### src/rtl/hazard_control_unit.sv
// hazard_control_unit: PC / IF/ID / ID/EX enable and flush control for load-use stalls and EX redirects.
// Optional macro HAZARD_PERF_EN adds stall-cycle and redirect-flush performance counters.
`default_nettype none

module hazard_control_unit #(
    parameter int LOAD_STALL_CYCLES = 1,
    parameter int CNT_W             = 32
) (
    input  logic             clk,
    input  logic             reset,
    input  logic             Freeze,
    input  logic [4:0]       IF_ID_Rs,
    input  logic [4:0]       IF_ID_Rt,
    input  logic             IF_ID_UsesRt,
    input  logic [4:0]       ID_EX_Rt,
    input  logic             ID_EX_MemRead,
    input  logic             BranchTaken_EX,
    input  logic             J_EX,
    input  logic             JAL_EX,
    input  logic             JR_EX,
    output logic             PCWrite,
    output logic             Enable_IF_ID,
    output logic             Enable_ID_EX,
    output logic             Flush_IF_ID,
    output logic             Flush_ID_EX,
    output logic [CNT_W-1:0] StallCount,
    output logic [CNT_W-1:0] FlushCount
);

    typedef enum logic [0:0] {
        RUN   = 1'b0,
        STALL = 1'b1
    } state_t;

    localparam logic [3:0] c_STALL_RELOAD = 4'(LOAD_STALL_CYCLES - 1);

    state_t     state_q, state_d;
    logic [3:0] stall_left_q, stall_left_d;
    logic       w_lu;
    logic       w_rd;

    assign w_lu = ID_EX_MemRead && (ID_EX_Rt != 5'd0) &&
                  ((ID_EX_Rt == IF_ID_Rs) || (IF_ID_UsesRt && (ID_EX_Rt == IF_ID_Rt)));
    assign w_rd = BranchTaken_EX | J_EX | JAL_EX | JR_EX;

    always_comb begin
        state_d      = state_q;
        stall_left_d = stall_left_q;
        PCWrite      = 1'b0;
        Enable_IF_ID = 1'b0;
        Enable_ID_EX = 1'b0;
        Flush_IF_ID  = 1'b0;
        Flush_ID_EX  = 1'b0;
        if (reset || Freeze) begin
            // everything held and all enables low
        end else if (w_rd) begin
            PCWrite      = 1'b1;
            Enable_IF_ID = 1'b1;
            Enable_ID_EX = 1'b1;
            Flush_IF_ID  = 1'b1;
            Flush_ID_EX  = 1'b1;
            state_d      = RUN;
            stall_left_d = 4'd0;
        end else if (state_q == STALL) begin
            Enable_ID_EX = 1'b1;
            Flush_ID_EX  = 1'b1;
            stall_left_d = stall_left_q - 4'd1;
            if (stall_left_q == 4'd1) begin
                state_d = RUN;
            end
        end else if (w_lu) begin
            Enable_ID_EX = 1'b1;
            Flush_ID_EX  = 1'b1;
            if (LOAD_STALL_CYCLES > 1) begin
                state_d      = STALL;
                stall_left_d = c_STALL_RELOAD;
            end
        end else begin
            PCWrite      = 1'b1;
            Enable_IF_ID = 1'b1;
            Enable_ID_EX = 1'b1;
        end
    end

    always_ff @(posedge clk) begin
        if (reset) begin
            state_q      <= RUN;
            stall_left_q <= 4'd0;
        end else begin
            state_q      <= state_d;
            stall_left_q <= stall_left_d;
        end
    end

`ifdef HAZARD_PERF_EN
    logic             w_stall_inc;
    logic             w_flush_inc;
    logic [CNT_W-1:0] stall_cnt_q;
    logic [CNT_W-1:0] flush_cnt_q;

    // A bubble cycle is any unfrozen, unredirected cycle spent in STALL or detecting LU in RUN.
    assign w_stall_inc = !reset && !Freeze && !w_rd && ((state_q == STALL) || w_lu);
    assign w_flush_inc = !reset && !Freeze && w_rd;

    always_ff @(posedge clk) begin
        if (reset) begin
            stall_cnt_q <= '0;
            flush_cnt_q <= '0;
        end else begin
            if (w_stall_inc) begin
                stall_cnt_q <= stall_cnt_q + 1'b1;
            end
            if (w_flush_inc) begin
                flush_cnt_q <= flush_cnt_q + 1'b1;
            end
        end
    end

    assign StallCount = stall_cnt_q;
    assign FlushCount = flush_cnt_q;
`else
    assign StallCount = '0;
    assign FlushCount = '0;
`endif

endmodule

`default_nettype wire

### config.mk
export PLATFORM = sky130hd
export DESIGN_NAME = hazard_control_unit
export DESIGN_NICKNAME = d
export VERILOG_FILES = /design/src/rtl/hazard_control_unit.sv
export SDC_FILE = /design/constraint.sdc
export NUM_CORES = 1
export LEC_CHECK = 0
export CORE_ASPECT_RATIO = 1.2
export CORE_UTILIZATION = 33
export DETAILED_ROUTE_END_ITERATION = 8
export HOLD_SLACK_MARGIN = 0.06
export PLACE_DENSITY = 0.85
export SETUP_SLACK_MARGIN = 0.1
export SYNTH_ARGS = -nofsm -noshare
export SYNTH_HDL_FRONTEND = slang
export SYNTH_SLANG_ARGS = --single-unit
### constraint.sdc
create_clock -name clk -period 5.7 [get_ports clk]
set_clock_uncertainty 0.2 [all_clocks]
set_input_delay 1.425 -clock clk [delete_from_list [all_inputs] [get_ports clk]]
set_output_delay 1.425 -clock clk [all_outputs]
set_load 0.02 [all_outputs]
==> impl_metrics.yaml, run 1 <==
yosys:
  synth_fa_ha_area_frac: 0.02584
  syn_area_um2: 968.4
  synth_cell_type_count: 31
  synth-xor-area-share: 0.09044
  netlist_instances: 123
  ys_seq_area_frac: 0.1034
  ys_warn_count: 0
  yosys.area_share.simple: 0.1344
  synth_compound_area_frac: 0.1059
  synth_top_family_by_area: "buffers and inverters"
  synth_seq_cells: 5
  synthMuxAreaShare: 0
  avgSynthCellArea_um2: 7.873
cells_and_area:
  drive_above_1_share: 0.05960
  syn_to_final_growth_pct: 8.785
  diodes: 0
  nNetsFinal: 178
grt:
  grt_use_total: 0.1101
  grt_pass1_wl_mm: 2.477
  grt-busiest-layer: "met2"
  grt_max_degree: 10
  overflow: 0
  antenna_found_initial: 0
  globalRouteMet2Util: 0.2022
  met1_usage: 0.1057
  grt_pass1_vias: 560
  use_met3: 0.03704
route:
  post_drt_wl_per_cell_um: 8.432
  drtIter0Drc: 12
  remaining_drc_errors: 0
  drtPass1Iterations: 4
  antenna_left: 0
  drt-total-wl_mm: 1.560
  vias: 712
  via_per_inst: 3.849
worst_setup_path:
  cp-end-kind: "output pin"
  rrSetupSlack_ps: 4240
  critPathMaxFanout: 3
  reg2reg_to: "stall_left_q[3]$_SDFFE_PP0P_"
  r2r-start: "state_q$_SDFFE_PP0P_"
  startpoint: "ID_EX_Rt[3]"
  cp.required_ps: 4070
  crit_type: "in2out"
  cp_slowest_cell: "clkdlybuf4s50_1"
  cp-start-kind: "input pin"
  cp.arrival_ps: 3620
  crit_path_max_incr_delay_ps: 670
  ff2ff_path_depth: 4
  crit_end: "Flush_ID_EX"
  crit_path_cell_trace: "clkdlybuf4s50_1, xor2_1, nor4_1, a32oi_1, o41ai_1, clkdlybuf4s50_1"
  cp_common_cell: "clkdlybuf4s50_1"
die:
  die_height_um: 61.34
  start_util: 0.3477
  dieArea_um2: 3156
  core_area_um2: 2785
  ios: 93
  die_width_um: 51.45
  rows: 21
placement:
  post-place-ws_ps: 464.2
  hpwlAfterDp_mm: 1.380
  io_buffers: 28
  gp_congestion: 0.7427
timing:
  fin_crit_sh: 0.9197
  setup_violations: 0
  hold_violations: 0
  fin_tns_setup_ps: 0
  setup_ws_ps: 457.7
  maxSlewViolCount: 0
  clock.fmax_mhz: 190.8
  period_needed_ps: 5242
  rsz0062_at_grt: "false"
clock_tree:
  cts_setup_buffers: 0
  path_clk_slew_ps: 40
  cts-resized-gates: 0
  cts_buffers: 3
  htreeDepth: 1
  cts_tree: "yes"
  ctsHoldBuffers: 0
  clock-sinks: 5
  clock_latency_ps: 250
  clk_path_buf_depth: 2
  root_buffer: "clkbuf_4"
power_and_ir_drop:
  max-vdd-ir-drop_mv: 0.05588
  leakage_nw: 0.4932
  powerDensity_nw_per_um2: 145.5
run:
  maxCapViolCount: 0
min_path:
  hp-class: "reg2reg"
status:
  status: "finished clean"
## cell usage after synthesis (all sizes together)
master,count,area [um^2]
buf,67,503.0
xor2,9,78.83
nor2,7,42.54
a21oi,5,28.78
dfxtp,5,100.1
o21ai,4,20.02
inv,3,11.26
a32oi,2,17.52
ha,2,25.02
nor3,2,10.01
nor4,2,12.51
or4,2,18.77
a21boi,1,7.510
clkbuf,1,5.000
conb,1,3.750
nand2,1,3.750
nand3,1,5.000
nand3b,1,7.510
nand4b,1,8.760
nor3b,1,12.51
nor4b,1,8.760
o21bai,1,11.26
o31a,1,8.760
o41ai,1,8.760
xnor2,1,8.760
## cell families (layout without fill, tap and decap cells)
kind of cell             count (synthesis)  after routing
adder cells (fa/ha/maj)                  2              2
AO/OA/AOI/OAI                           15             15
buffers and inverters                   71             36
AND/OR/NAND/NOR                         19             19
other                                    1             64
flip-flops                               5              5
XOR/XNOR                                10             10
## sequential cells by signal, indices dropped and copies added, names as in the netlist
signal	count
stall_left_q	4
state_q	1
## placed cells by master (no fill, tap or decap)
master,n
a21boi_0,1
a21oi_1,4
a21oi_2,1
a32oi_1,2
buf_4,1
clkbuf_1,1
clkbuf_4,3
clkdlybuf4s50_1,28
conb_1,64
dfxtp_1,5
ha_1,2
inv_1,3
nand2_1,1
nand3_1,1
nand3b_1,1
nand4b_1,1
nor2_1,6
nor2_8,1
nor3_1,2
nor3b_2,1
nor4_1,2
nor4b_1,1
o21ai_0,2
o21ai_1,2
o21bai_2,1
o31a_1,1
o41ai_1,1
or4_1,1
or4_4,1
xnor2_1,1
xor2_1,9
## how the worst min path moves through the flow
stage	start	to	cells after the start
floorplan	stall_left_q[3]$_SDFFE_PP0P_	stall_left_q[3]$_SDFFE_PP0P_	2
global placement	stall_left_q[3]$_SDFFE_PP0P_	stall_left_q[3]$_SDFFE_PP0P_	2
detailed placement	stall_left_q[3]$_SDFFE_PP0P_	stall_left_q[3]$_SDFFE_PP0P_	2
CTS	stall_left_q[3]$_SDFFE_PP0P_	stall_left_q[3]$_SDFFE_PP0P_	2
global route	stall_left_q[3]$_SDFFE_PP0P_	stall_left_q[3]$_SDFFE_PP0P_	2
finish	stall_left_q[3]$_SDFFE_PP0P_	stall_left_q[3]$_SDFFE_PP0P_	2
## cell type report
type	count	area, um^2
Multi-Input combinational cell	110	585.6
Fill cell	294	1732
Inverter	3	11.26
Clock buffer	4	26.28
Sequential cell	5	100.1
Timing Repair Buffer	29	287.8
Tap cell	34	42.54
## layer usage
metal  wire (um)  part of all wire
met5           0                 0
met3         205              0.13
met1         468              0.30
met4          18             0.012
met2         868              0.56
## where the power goes
| part | total [mW] | internal [mW] | switching (mW) |
|---|---|---|---|
| registers | 0.0351 | 0.0351 | 0 |
| logic | 0.0759 | 0.0232 | 0.0527 |
| clock network | 0.0424 | 0.0266 | 0.0158 |
## metrics by stage
stage	hold slack, ps	cell area (um^2)	utilization	total power [mW]	instances
floorplan	262.2	1205	-	0.1201	186
global placement	274.1	1027	0.3688	0.1106	181
detailed placement	289.1	1027	0.3688	0.1112	181
CTS	296.6	1054	0.3783	0.1547	185
global route	323.9	1054	0.3783	0.1646	185
finish	294.7	1054	0.3783	0.1533	185
## worst max-delay path: cells and delay by family
family / cells / cell delay (ps)
AO/OA/AOI/OAI: 2 / 540
XOR/XNOR: 1 / 190
buffers and inverters: 2 / 1140
AND/OR/NAND/NOR: 1 / 310
(Power assumes the default switching activity.)
==> run 2: changes to the inputs <==
Settings changed: SLEW_MARGIN from default to 20.
==> results of run 2 <==
Final layout, timing and power as in run 1 (identical DEF).
==> run 3: changes to the inputs <==
Settings changed: CTS_CLUSTER_SIZE from default to 12.
Clock period 5.7 ns to 6.4 ns, I/O delays scaled along.
==> impl_metrics.yaml, run 3 (synthesized netlist as in run 1, its figures left out) <==
placement:
  hpwlAfterDp_mm: 1.301
  io_buffers: 28
  gp_congestion: 0.7294
  post-place-ws_ps: 905.8
timing:
  fin_tns_setup_ps: 0
  fin_crit_sh: 0.8589
  maxSlewViolCount: 0
  period_needed_ps: 5497
  hold_violations: 0
  clock.fmax_mhz: 181.9
  setup_ws_ps: 902.9
  setup_violations: 0
  rsz0062_at_grt: "false"
cells_and_area:
  fillers: 288
  diodes: 0
  multiInputGateArea_um2: 585.6
  nNetsFinal: 177
  layout_common_cells: "conb_1, clkdlybuf4s50_1, xor2_1"
  regMostFlops: "stall_left_q"
  largest_reg_flops: 4
  biggestRegsByFlops: "stall_left_q (4), state_q (1)"
  final_common_cell: "conb_1"
  ff_latch_area_um2: 100.1
  fin_util: 0.3756
  drive_above_1_share: 0.05333
  syn_to_final_growth_pct: 8.010
clock_tree:
  htreeDepth: 1
  cts_buffers: 3
  cts_setup_buffers: 0
  clock-sinks: 5
  cts_tree: "yes"
  root_buffer: "clkbuf_4"
  ctsHoldBuffers: 0
  clock_latency_ps: 250
  clk_path_buf_depth: 2
  cts-resized-gates: 0
  path_clk_slew_ps: 50
die:
  die_width_um: 51.45
  core_area_um2: 2785
  ios: 93
  rows: 21
  dieArea_um2: 3156
  die_height_um: 61.34
  start_util: 0.3477
route:
  via_per_inst: 3.777
  remaining_drc_errors: 0
  post_drt_wl_per_cell_um: 7.962
  drtIter0Drc: 4
  antenna_left: 0
  vias: 695
  drtPass1Iterations: 3
  drt-total-wl_mm: 1.465
worst_setup_path:
  cp.required_ps: 4600
  cp-start-kind: "input pin"
  crit_type: "in2out"
  critPathMaxFanout: 3
  cp-end-kind: "output pin"
  cp.arrival_ps: 3700
run:
  maxCapViolCount: 0
status:
  status: "finished clean"
power_and_ir_drop:
  p_total_mw: 0.1361
  max-vdd-ir-drop_mv: 0.05611
  leakage_nw: 0.4884
  powerDensity_nw_per_um2: 130.1
grt:
  grt_use_total: 0.09774
  grt_max_degree: 10
  antenna_found_initial: 0
  grt_pass1_vias: 548
  grt_pass1_wl_mm: 2.214
  overflow: 0
min_path:
  hp-class: "reg2reg"
-- run 3: cell types whose count changed in the layout (fill, tap and decap cells not counted), sizes merged --
cell and change:
buf -1
-- run 3: final timing paths --
path	slack, ps	startpoint	depth (start not counted)	to
min reg2reg	290	stall_left_q[3]$_SDFFE_PP0P_	2	stall_left_q[3]$_SDFFE_PP0P_
min	290	stall_left_q[3]$_SDFFE_PP0P_	2	stall_left_q[3]$_SDFFE_PP0P_
max reg2reg	4950	state_q$_SDFFE_PP0P_	4	stall_left_q[3]$_SDFFE_PP0P_
max	900	ID_EX_Rt[3]	6	Flush_ID_EX
-- run 3: critical path, cell delays in order --
cell	delay, ps
clkdlybuf4s50_1	470
xor2_1	190
nor4_1	270
a32oi_1	160
o41ai_1	340
clkdlybuf4s50_1	660
-- run 3: through the flow --
stage / hold slack, ps / std cells / instance area, um^2
CTS: 292.6 / 184 / 1046
floorplan: 262.2 / 186 / 1205
detailed placement: 289.3 / 180 / 1020
global route: 324.3 / 184 / 1046
finish: 294.5 / 184 / 1046
global placement: 275.5 / 180 / 1020
-- run 3: metal layers --
| metal | share of wire | vias to the layer above | track usage |
|---|---|---|---|
| met2 | 0.55 | 56 | 0.1967 |
| li1 | - | 327 | - |
| met1 | 0.32 | 309 | 0.08517 |
| met5 | 0 | - | 0 |
| met4 | 0.016 | 0 | 0.05792 |
| met3 | 0.12 | 3 | 0.02716 |
-- run 3: cell type report --
type	count	area share
clock buffers	4	0.02512
inverters	3	0.01077
multi-input cells	110	0.5598
flip-flops and latches	5	0.09569
well taps	34	0.04067
repair buffers	28	0.2679
-- run 3: power breakdown --
part / switching (mW) / internal [mW]
clock network: 0.0145 / 0.0237
logic: 0.0465 / 0.0203
registers: 0 / 0.0312
total: 0.0610 / 0.0752
